### config.mk
export PLATFORM = sky130hd
export DESIGN_NAME = dmem_responder
export DESIGN_NICKNAME = d
export VERILOG_FILES = /design/src/rtl/dmem_responder.sv
export SDC_FILE = /design/constraint.sdc
export NUM_CORES = 2
export LEC_CHECK = 0
export BUFFER_PORTS_ARGS = -buffer_cell sky130_fd_sc_hd__buf_2
export CORE_ASPECT_RATIO = 1.75
export CORE_MARGIN = 2
export CORE_UTILIZATION = 55
export CTS_BUF_LIST = sky130_fd_sc_hd__clkbuf_4
export CTS_CLUSTER_DIAMETER = 80
export DETAILED_ROUTE_END_ITERATION = 6
export GPL_TIMING_DRIVEN = 0
export PLACE_DENSITY = 0.71
export REMOVE_ABC_BUFFERS = 1
export SYNTH_ARGS = -nofsm -noshare
export SYNTH_HDL_FRONTEND = slang
export SYNTH_SLANG_ARGS = --single-unit
### constraint.sdc
create_clock -name clk -period 12.7 [get_ports clk]
set_input_delay 1.905 -clock clk [delete_from_list [all_inputs] [get_ports clk]]
set_output_delay 1.905 -clock clk [all_outputs]
set_load 0.05 [all_outputs]
### src/rtl/dmem_responder.sv
// Single-port data memory responder: accepts one load/store at a time, waits a
// fixed number of cycles, then holds its response until the initiator takes it.
module dmem_responder #(
    parameter int DEPTH = 64,
    parameter int WAIT  = 2
) (
    input  logic        clk,
    input  logic        reset,
    input  logic        req_valid,
    output logic        req_ready,
    input  logic        req_we,
    input  logic [31:0] req_addr,
    input  logic [31:0] req_wdata,
    output logic        resp_valid,
    input  logic        resp_ready,
    output logic [31:0] resp_rdata,
    output logic        resp_err,
    output logic        busy,
    output logic [1:0]  dbg_state
);

    // Handshakes: a request transfers on a rising edge with req_valid && req_ready;
    // a response transfers on a rising edge with resp_valid && resp_ready, and
    // resp_* stay stable from resp_valid rising until that transfer.

    localparam int         AW         = (DEPTH > 1) ? $clog2(DEPTH) : 1;
    localparam bit         ZERO_WAIT  = (WAIT == 0);
    localparam logic [3:0] WAIT_LOAD  = ZERO_WAIT ? 4'd0 : 4'(WAIT - 1);

    typedef enum logic [1:0] {
        S_IDLE = 2'd0,
        S_WAIT = 2'd1,
        S_RESP = 2'd2
    } state_t;

    state_t      r_state;
    logic [3:0]  r_cnt;
    logic        r_req_ready;
    logic        r_resp_valid;
    logic        r_resp_err;
    logic [31:0] r_rdata;
    logic        r_we;
    logic [31:0] r_addr;
    logic [31:0] r_wdata;
    logic [31:0] r_mem [DEPTH];

    logic        w_accept;
    logic        w_we;
    logic [31:0] w_addr;
    logic [31:0] w_wdata;
    logic        w_err;
    logic [AW-1:0] w_idx;
    logic        w_enter_resp;
    logic        w_mem_we;
    logic [31:0] w_rdata_next;

    // In IDLE the live inputs are used so a zero-wait access can complete on
    // its own acceptance edge; otherwise the captured request is used.
    always_comb begin
        w_accept     = (r_state == S_IDLE) && r_req_ready && req_valid;
        w_we         = (r_state == S_IDLE) ? req_we    : r_we;
        w_addr       = (r_state == S_IDLE) ? req_addr  : r_addr;
        w_wdata      = (r_state == S_IDLE) ? req_wdata : r_wdata;
        w_err        = (w_addr[1:0] != 2'b00) || ({2'b00, w_addr[31:2]} >= 32'(DEPTH));
        w_idx        = w_addr[AW+1:2];
        w_enter_resp = reset && ((w_accept && ZERO_WAIT) ||
                                 ((r_state == S_WAIT) && (r_cnt == 4'd0)));
        w_mem_we     = w_enter_resp && w_we && !w_err;
        w_rdata_next = 32'd0;
        if (!w_we && !w_err) begin
            w_rdata_next = r_mem[w_idx];
        end
    end

    // Storage is deliberately left out of reset.
    always_ff @(posedge clk) begin
        if (w_mem_we) begin
            r_mem[w_idx] <= w_wdata;
        end
    end

    always_ff @(posedge clk) begin
        if (!reset) begin
            r_state      <= S_IDLE;
            r_cnt        <= 4'd0;
            r_req_ready  <= 1'b0;
            r_resp_valid <= 1'b0;
            r_resp_err   <= 1'b0;
            r_rdata      <= 32'd0;
            r_we         <= 1'b0;
            r_addr       <= 32'd0;
            r_wdata      <= 32'd0;
        end else begin
            case (r_state)
                S_IDLE: begin
                    r_req_ready <= 1'b1;
                    if (w_accept) begin
                        r_we        <= req_we;
                        r_addr      <= req_addr;
                        r_wdata     <= req_wdata;
                        r_req_ready <= 1'b0;
                        if (ZERO_WAIT) begin
                            r_state      <= S_RESP;
                            r_resp_valid <= 1'b1;
                            r_resp_err   <= w_err;
                            r_rdata      <= w_rdata_next;
                        end else begin
                            r_state <= S_WAIT;
                            r_cnt   <= WAIT_LOAD;
                        end
                    end
                end
                S_WAIT: begin
                    if (r_cnt == 4'd0) begin
                        r_state      <= S_RESP;
                        r_resp_valid <= 1'b1;
                        r_resp_err   <= w_err;
                        r_rdata      <= w_rdata_next;
                    end else begin
                        r_cnt <= r_cnt - 4'd1;
                    end
                end
                S_RESP: begin
                    if (resp_ready) begin
                        r_state      <= S_IDLE;
                        r_resp_valid <= 1'b0;
                        r_resp_err   <= 1'b0;
                        r_rdata      <= 32'd0;
                        r_req_ready  <= 1'b1;
                    end
                end
                default: begin
                    r_state     <= S_IDLE;
                    r_req_ready <= 1'b0;
                end
            endcase
        end
    end

    assign req_ready  = r_req_ready;
    assign resp_valid = r_resp_valid;
    assign resp_err   = r_resp_err;
    assign resp_rdata = r_rdata;
    assign busy       = (r_state != S_IDLE);
    assign dbg_state  = r_state;

endmodule
======== Yosys cells after proc, flatten, opt, wreduce, memory -nomap -nowiden ========
Memory sizes are Yosys's and may differ from the RTL's.
Index checks and enable logic that the tools add are counted.
cells by class
  add/sub/neg operators ................... 1
  $mul .................................... 0
  div/mod/pow operators ................... 0
  $lt $le $gt $ge ......................... 1
  equality and inequality tests ........... 6
  shift operators ......................... 0
  mux-type cells .......................... 24
  bitwise gates (word level) .............. 1
  reduce and logical (&&, ||, !) cells .... 21
operators by type and width
  operator               count
  $mux W32               5
  $pmux W32 S2           1
  $ge A30 B7 Y1 const B  1
  $reduce_and A3 Y1      3
  $mux W1                8
  $mux W4                2
  $pmux W4 S2            1
  $reduce_bool A2 Y1     4
  $logic_and A1 B1 Y1    7
  $mux W2                3
  $ne A2 B2 Y1 const B   3
  $pmux W2 S3            1
  $logic_not A4 Y1       1
  $pmux W1 S2            2
  $reduce_and A2 Y1      2
  $sub A4 B1 Y4 const B  1
  $pmux W1 S3            1
  $eq A2 B1 Y1 const B   1
  $eq A2 B2 Y1 const B   1
  $logic_not A1 Y1       2
  $logic_not A2 Y1       1
  $ne A2 B1 Y1 const B   1
  $logic_or A1 B1 Y1     1
  $not A1 Y1             1
storage, ports and cells
  bits in registers ....................... 106
  latch bits .............................. 0
  memory bits (writable) .................. 2048
  bits in read-only memories .............. 0
  output and inout bits ................... 38
  logic and storage cells ................. 64
  memories kept ........................... 1
memory list
  memory  words  bits a word  read ports  clocked after memory_dff  wr ports  RTL line  RTL
  r_mem   64     32           1           0                         1         45        logic [31:0] r_mem [DEPTH];

======== Depth between registers and ports, before layout ========
  depth in word-level cells ............... 9
  gate-level depth with buffers ........... 14
  depth with buffers taken out ............ 9

======== Worst setup path before layout ========
No wires, ideal clock.
  path type ............................... input to register
  start ................................... input port req_addr[2]
  end ..................................... memory r_mem[13][0] (enable)
  library setup time ...................... 0.421 ns
  data arrival time ....................... 4.912 ns
  required time ........................... 12.279 ns
  slack ................................... 7.367 ns
  cell stages on the path ................. 8
  buffers on the path ..................... 4
  path through ............................ or3b_1 -> nand2_2 -> buf_2 -> buf_2 -> buf_2 -> buf_1 -> nand3_1 -> nor2_1
between the ends
  longest elaborated chain between the ends .. 7
ends and longest elaborated chain
  item                           RTL line  RTL
  start, declared                12        input logic [31:0] req_addr,
  $mux W32 (*)                   62        w_addr = (r_state == S_IDLE) ? req_addr : r_addr;
  $ge A30 B7 Y1                  64        w_err = (w_addr[1:0] != 2'b00) || ({2'b00, w_addr[31:2]} >= 32'(DEPTH));
  $logic_or A1 B1 Y1             64
  $logic_not A1 Y1               68        w_mem_we = w_enter_resp && w_we && !w_err;
  $logic_and A1 B1 Y1            68
  $mux W1                        77        if (w_mem_we) begin
  $mux W1 (implied by the code)  78        r_mem[w_idx] <= w_wdata;
  end, declared                  45
Every way passes the cells marked *; elsewhere a longest branch is shown, timed or not.

======== Worst setup path in the final report ========
  start ................................... register r_state[1], in the netlist dbg_state[1]
  end ..................................... memory r_mem[16][29] (enable)
between the ends
  longest elaborated chain between the ends .. 8
  elaborated cells on any way between the ends .. 14
  classes of those cells .................. order compare: 1; eq/ne: 1; mux: 4; reduce/logical: 8
ends and longest elaborated chain
  item                                                        RTL line  RTL
  start, declared                                             36        state_t r_state;
  start signal, assigned                                      84        r_state <= S_IDLE;
  start signal, assigned                                      103       r_state <= S_RESP;
  start signal, assigned                                      108       r_state <= S_WAIT;
  $logic_not A2 Y1                                            61, 62
  $mux W32                                                    62
  $ge A30 B7 Y1 / $reduce_bool A2 Y1 (equally long branches)  64
  $logic_or A1 B1 Y1                                          64
  $logic_not A1 Y1                                            68
  $logic_and A1 B1 Y1                                         68
  $mux W1                                                     77
  $mux W1 (implied by the code)                               78
Parallel ways exist; a longest one is shown, timed or not.

==> key figures <==
Yosys
  – Compound-Gate Fraction of Synth Area: about 10%
  – Syn Area/Cell: roughly 15 sq um
  – Seq/Total Area, Yosys: about four fifths
  – Post-synth EDFFs: roughly 2000
  – Synthesized flop and latch total: between 2000 and 2500
  – Simple-gate area share of the yosys netlist: ~8.7%
  – Post-Syn Instances: between 5000 and 6000
  – Mux cell area share after synthesis: 0.9531%
  – Synthesis Warnings: 0
  – Synthesized area: approximately 81000 sq um
  – Post-Synth XOR/XNOR Area: less than 1%
  – Yosys top cell area share: approximately three quarters
  – Post-synth top flop: edfxtp_1
  – Synth unique cells: 67
  – Largest family of logic cells by synthesized area: compound AO/OA/AOI/OAI gates
  – Synth area leader: edfxtp_1
  – Dominant cells by area after synthesis: edfxtp_1 (76%), nand2_1 (5.3%), o22ai_1 (3.3%)
  – Post-Synth Adder-Cell Area: less than 1%
  – Async S/R FF share, synth: 0%

STA
  – Unrepaired setup endpoints after global routing: false
  – Final Max Tran Viols: 0
  – Final Cycle Share: 54.59%
  – Highest clock rate: between 100 and 150 MHz
  – Fin crit period: roughly 6.9 ns
  – Least-Margin Pin Slew: 1.408 ns
  – Final setup fails: 0
  – Clock skew: between 0.1 and 0.15 ns
  – Final Hold Violating Endpoints: 0
  – Rel. slew slack: 6.123%
  – Fin Hold WS: between 0.4 and 0.5 ns

Drt
  – Post-route ant nets: 0
  – DR iter-0 viols: 10870
  – Wire per inst: between 30 and 40 um
  – Via density: around 7.0
  – Total wire length: roughly 290 mm
  – Top Layer Used: met5
  – Met3 WL: 45.20 mm
  – Met1 WL: approximately 86 mm
  – DRT Pass-1 Iters: 7
  – Via Count: roughly 60000
  – Met2 wire length: ~130 mm
  – # DRC: 3

Setup path
  – Worst-path maximum fanout: 50
  – CP Class: reg -> reg
  – Crit path DAT: approximately 7.8 ns
  – Crit path capture type: register
  – Crit path required time: about 14 ns
  – Crit start category: register

Floorplan
  – IO Count: about 110
  – Rows: 186
  – Chip Width: roughly 290 um
  – Overall die area: approximately 150000 sq um
  – Initial Util: between 50% and 60%
  – Area of the core: ~150000 sq um
  – Die H: between 500 and 600 um

Clock tree
  – Hold Buf Count CTS: 0
  – Clk root buf: clkbuf_4
  – Clock sinks: around 2200
  – Post_cts resized: 0
  – Post-CTS setup buffers: 0
  – Cts bufs inserted: 445
  – CTS tree: done
  – Clk slew on worst S/H paths: about 0.070 ns
  – Clk buf depth: 4
  – H-tree levels: 5
  – Worst-Skew Late Latency: 1.29 ns

Place
  – Post-detail-place hpwl: 173.9 mm
  – Gpl congestion: 0.8188
  – IO Port Bufs: roughly 110

Power and ir drop
  – PD cells: between 150 and 200 nW/um^2
  – Leakage: 31.38 nW
  – Pint: about 11 mW
  – Switching Fraction: between 20% and 30%
  – Clk network pwr share: between 30% and 40%
  – VDD IR-drop max: 0.1101 mV
  – Psw: roughly 3.7 mW
  – Sequential share of power: between 50% and 60%
  – Part of the power in combinational logic: roughly a tenth

Global routing
  – Global-route wire length before repair: about 410 mm
  – Largest net degree at the start of global routing: 110
  – Congestion Overflow GR: 0
  – GRT Resource Usage Total: roughly two fifths
  – Initial antenna violation count: 18
  – Vias in the first global route: approximately 57000

Job
  – Max-cap violation count: 0

Outcome
  – Failing checks: design-rule violations
  – Status: complete, but fails checks

Min path
  – Hold Path Class: reg -> reg

Final layout
  – Final core occ: 64.67%
  – Layout cells sized above 1: 19.06%
  – Nets@finish: around 6100
  – Area delta synth->final: 16.68%
[cell type report]
type                    count  area, sq um
flip-flops and latches   2154        63620
fillers                  9784        51880
multi-input cells        3018        16840
repair buffers            391         6491
clock buffers             633         4752
well taps                1974         2470
clock inverters           167        716.9
inverters                  13        48.80
diodes                     11        27.53
[worst max-delay path, cell delays in order (launching register included)]
cell and delay (ns):
dfxtp_1 0.94, nor2_4 0.36, buf_12 0.28, inv_2 0.96, nand2_1 0.24, nand2_4 0.54
buf_16 0.34, buf_16 0.35, nand3_1 0.66, nor2_4 1.19, buf_16 0.25, buf_16 0.17
[sequential cells by signal (all words and copies together) (netlist names)]
| name | count |
|---|---|
| r_mem | 2048 |
| dbg_state | 2 |
| resp_err | 1 |
| req_ready | 1 |
| r_wdata | 32 |
| resp_valid | 1 |
| r_cnt | 4 |
| r_addr | 32 |
| r_we | 1 |
| resp_rdata | 32 |
[synthesized netlist by cell type, drive strengths merged, types with 77 or more instances]
master,n
edfxtp,2048
nand2,1158
o22ai,425
a21oi,289
buf,238
nor2,191
nand3,160
a32oi,156
clkbuf,122
a31oi,115
dfxtp,106
nor3,77
[worst paths after layout]
| path | start | endpoint | slack (ns) | cells after the start |
|---|---|---|---|---|
| setup / recovery | dbg_state[1]$_SDFFE_PN0P_ | r_mem[16][29]$_DFFE_PP_ | 5.77 | 11 |
| hold / removal | resp_rdata[6]$_SDFFE_PN0P_ | resp_rdata[6]$_SDFFE_PN0P_ | 0.44 | 2 |
| setup reg to reg | dbg_state[1]$_SDFFE_PN0P_ | r_mem[16][29]$_DFFE_PP_ | 5.77 | 11 |
| hold reg to reg | resp_rdata[6]$_SDFFE_PN0P_ | resp_rdata[6]$_SDFFE_PN0P_ | 0.44 | 2 |
[layout by cell type (no fill, tap or decap), drive strengths merged, types with 74 or more instances in the layout]
cell	count
edfxtp	2048
nand2	1158
clkbuf	633
o22ai	425
buf	391
a21oi	289
nor2	191
nand3	160
a32oi	156
clkinv	154
a31oi	115
dfxtp	106
nor3	77
mux2i	74
[power groups by stage]
stage	clock network (mW)	logic [mW]	registers, mW
after floorplan	0	0.699	8.07
after global placement	0	1.29	8.09
after detailed placement	0	1.33	8.06
after CTS	4.94	1.34	7.90
after global routing	5.25	1.43	7.90
final	4.95	1.40	7.90
[cell families (layout without fill, tap and decap cells)]
family | Yosys count | in the layout
AOI/OAI and AO/OA | 1236 | 1236
xor gates and xnor gates | 2 | 2
buffers and inverters | 373 | 1204
DFF | 2154 | 2154
other | 0 | 11
and+or+nand+nor | 1702 | 1702
adders and majority gates | 2 | 2
muxes | 76 | 76
[metal layers]
metal  global-route usage, %  vias to the layer above
li1                        -                    22720
met1                   43.25                    28160
met2                   58.76                     6077
met3                   14.28                     1745
met4                   31.43                       11
met5                       0                        -
[through the flow]
step | cells | area [sq um] | setup slack, ns | power [mW] | setup TNS [ns]
2_1_floorplan | 5185 | 79740 | 2.530 | 8.772 | 0
3_3_place_gp | 7265 | 82740 | -8.101 | 9.371 | -9880.88
3_5_place_dp | 7549 | 89430 | 5.856 | 9.387 | 0
4_1_cts | 8349 | 94900 | 6.242 | 14.18 | 0
5_1_grt | 8357 | 94950 | 5.813 | 14.58 | 0
6_report | 8361 | 94960 | 5.767 | 14.26 | 0
Power figures use the tool's default switching activity.
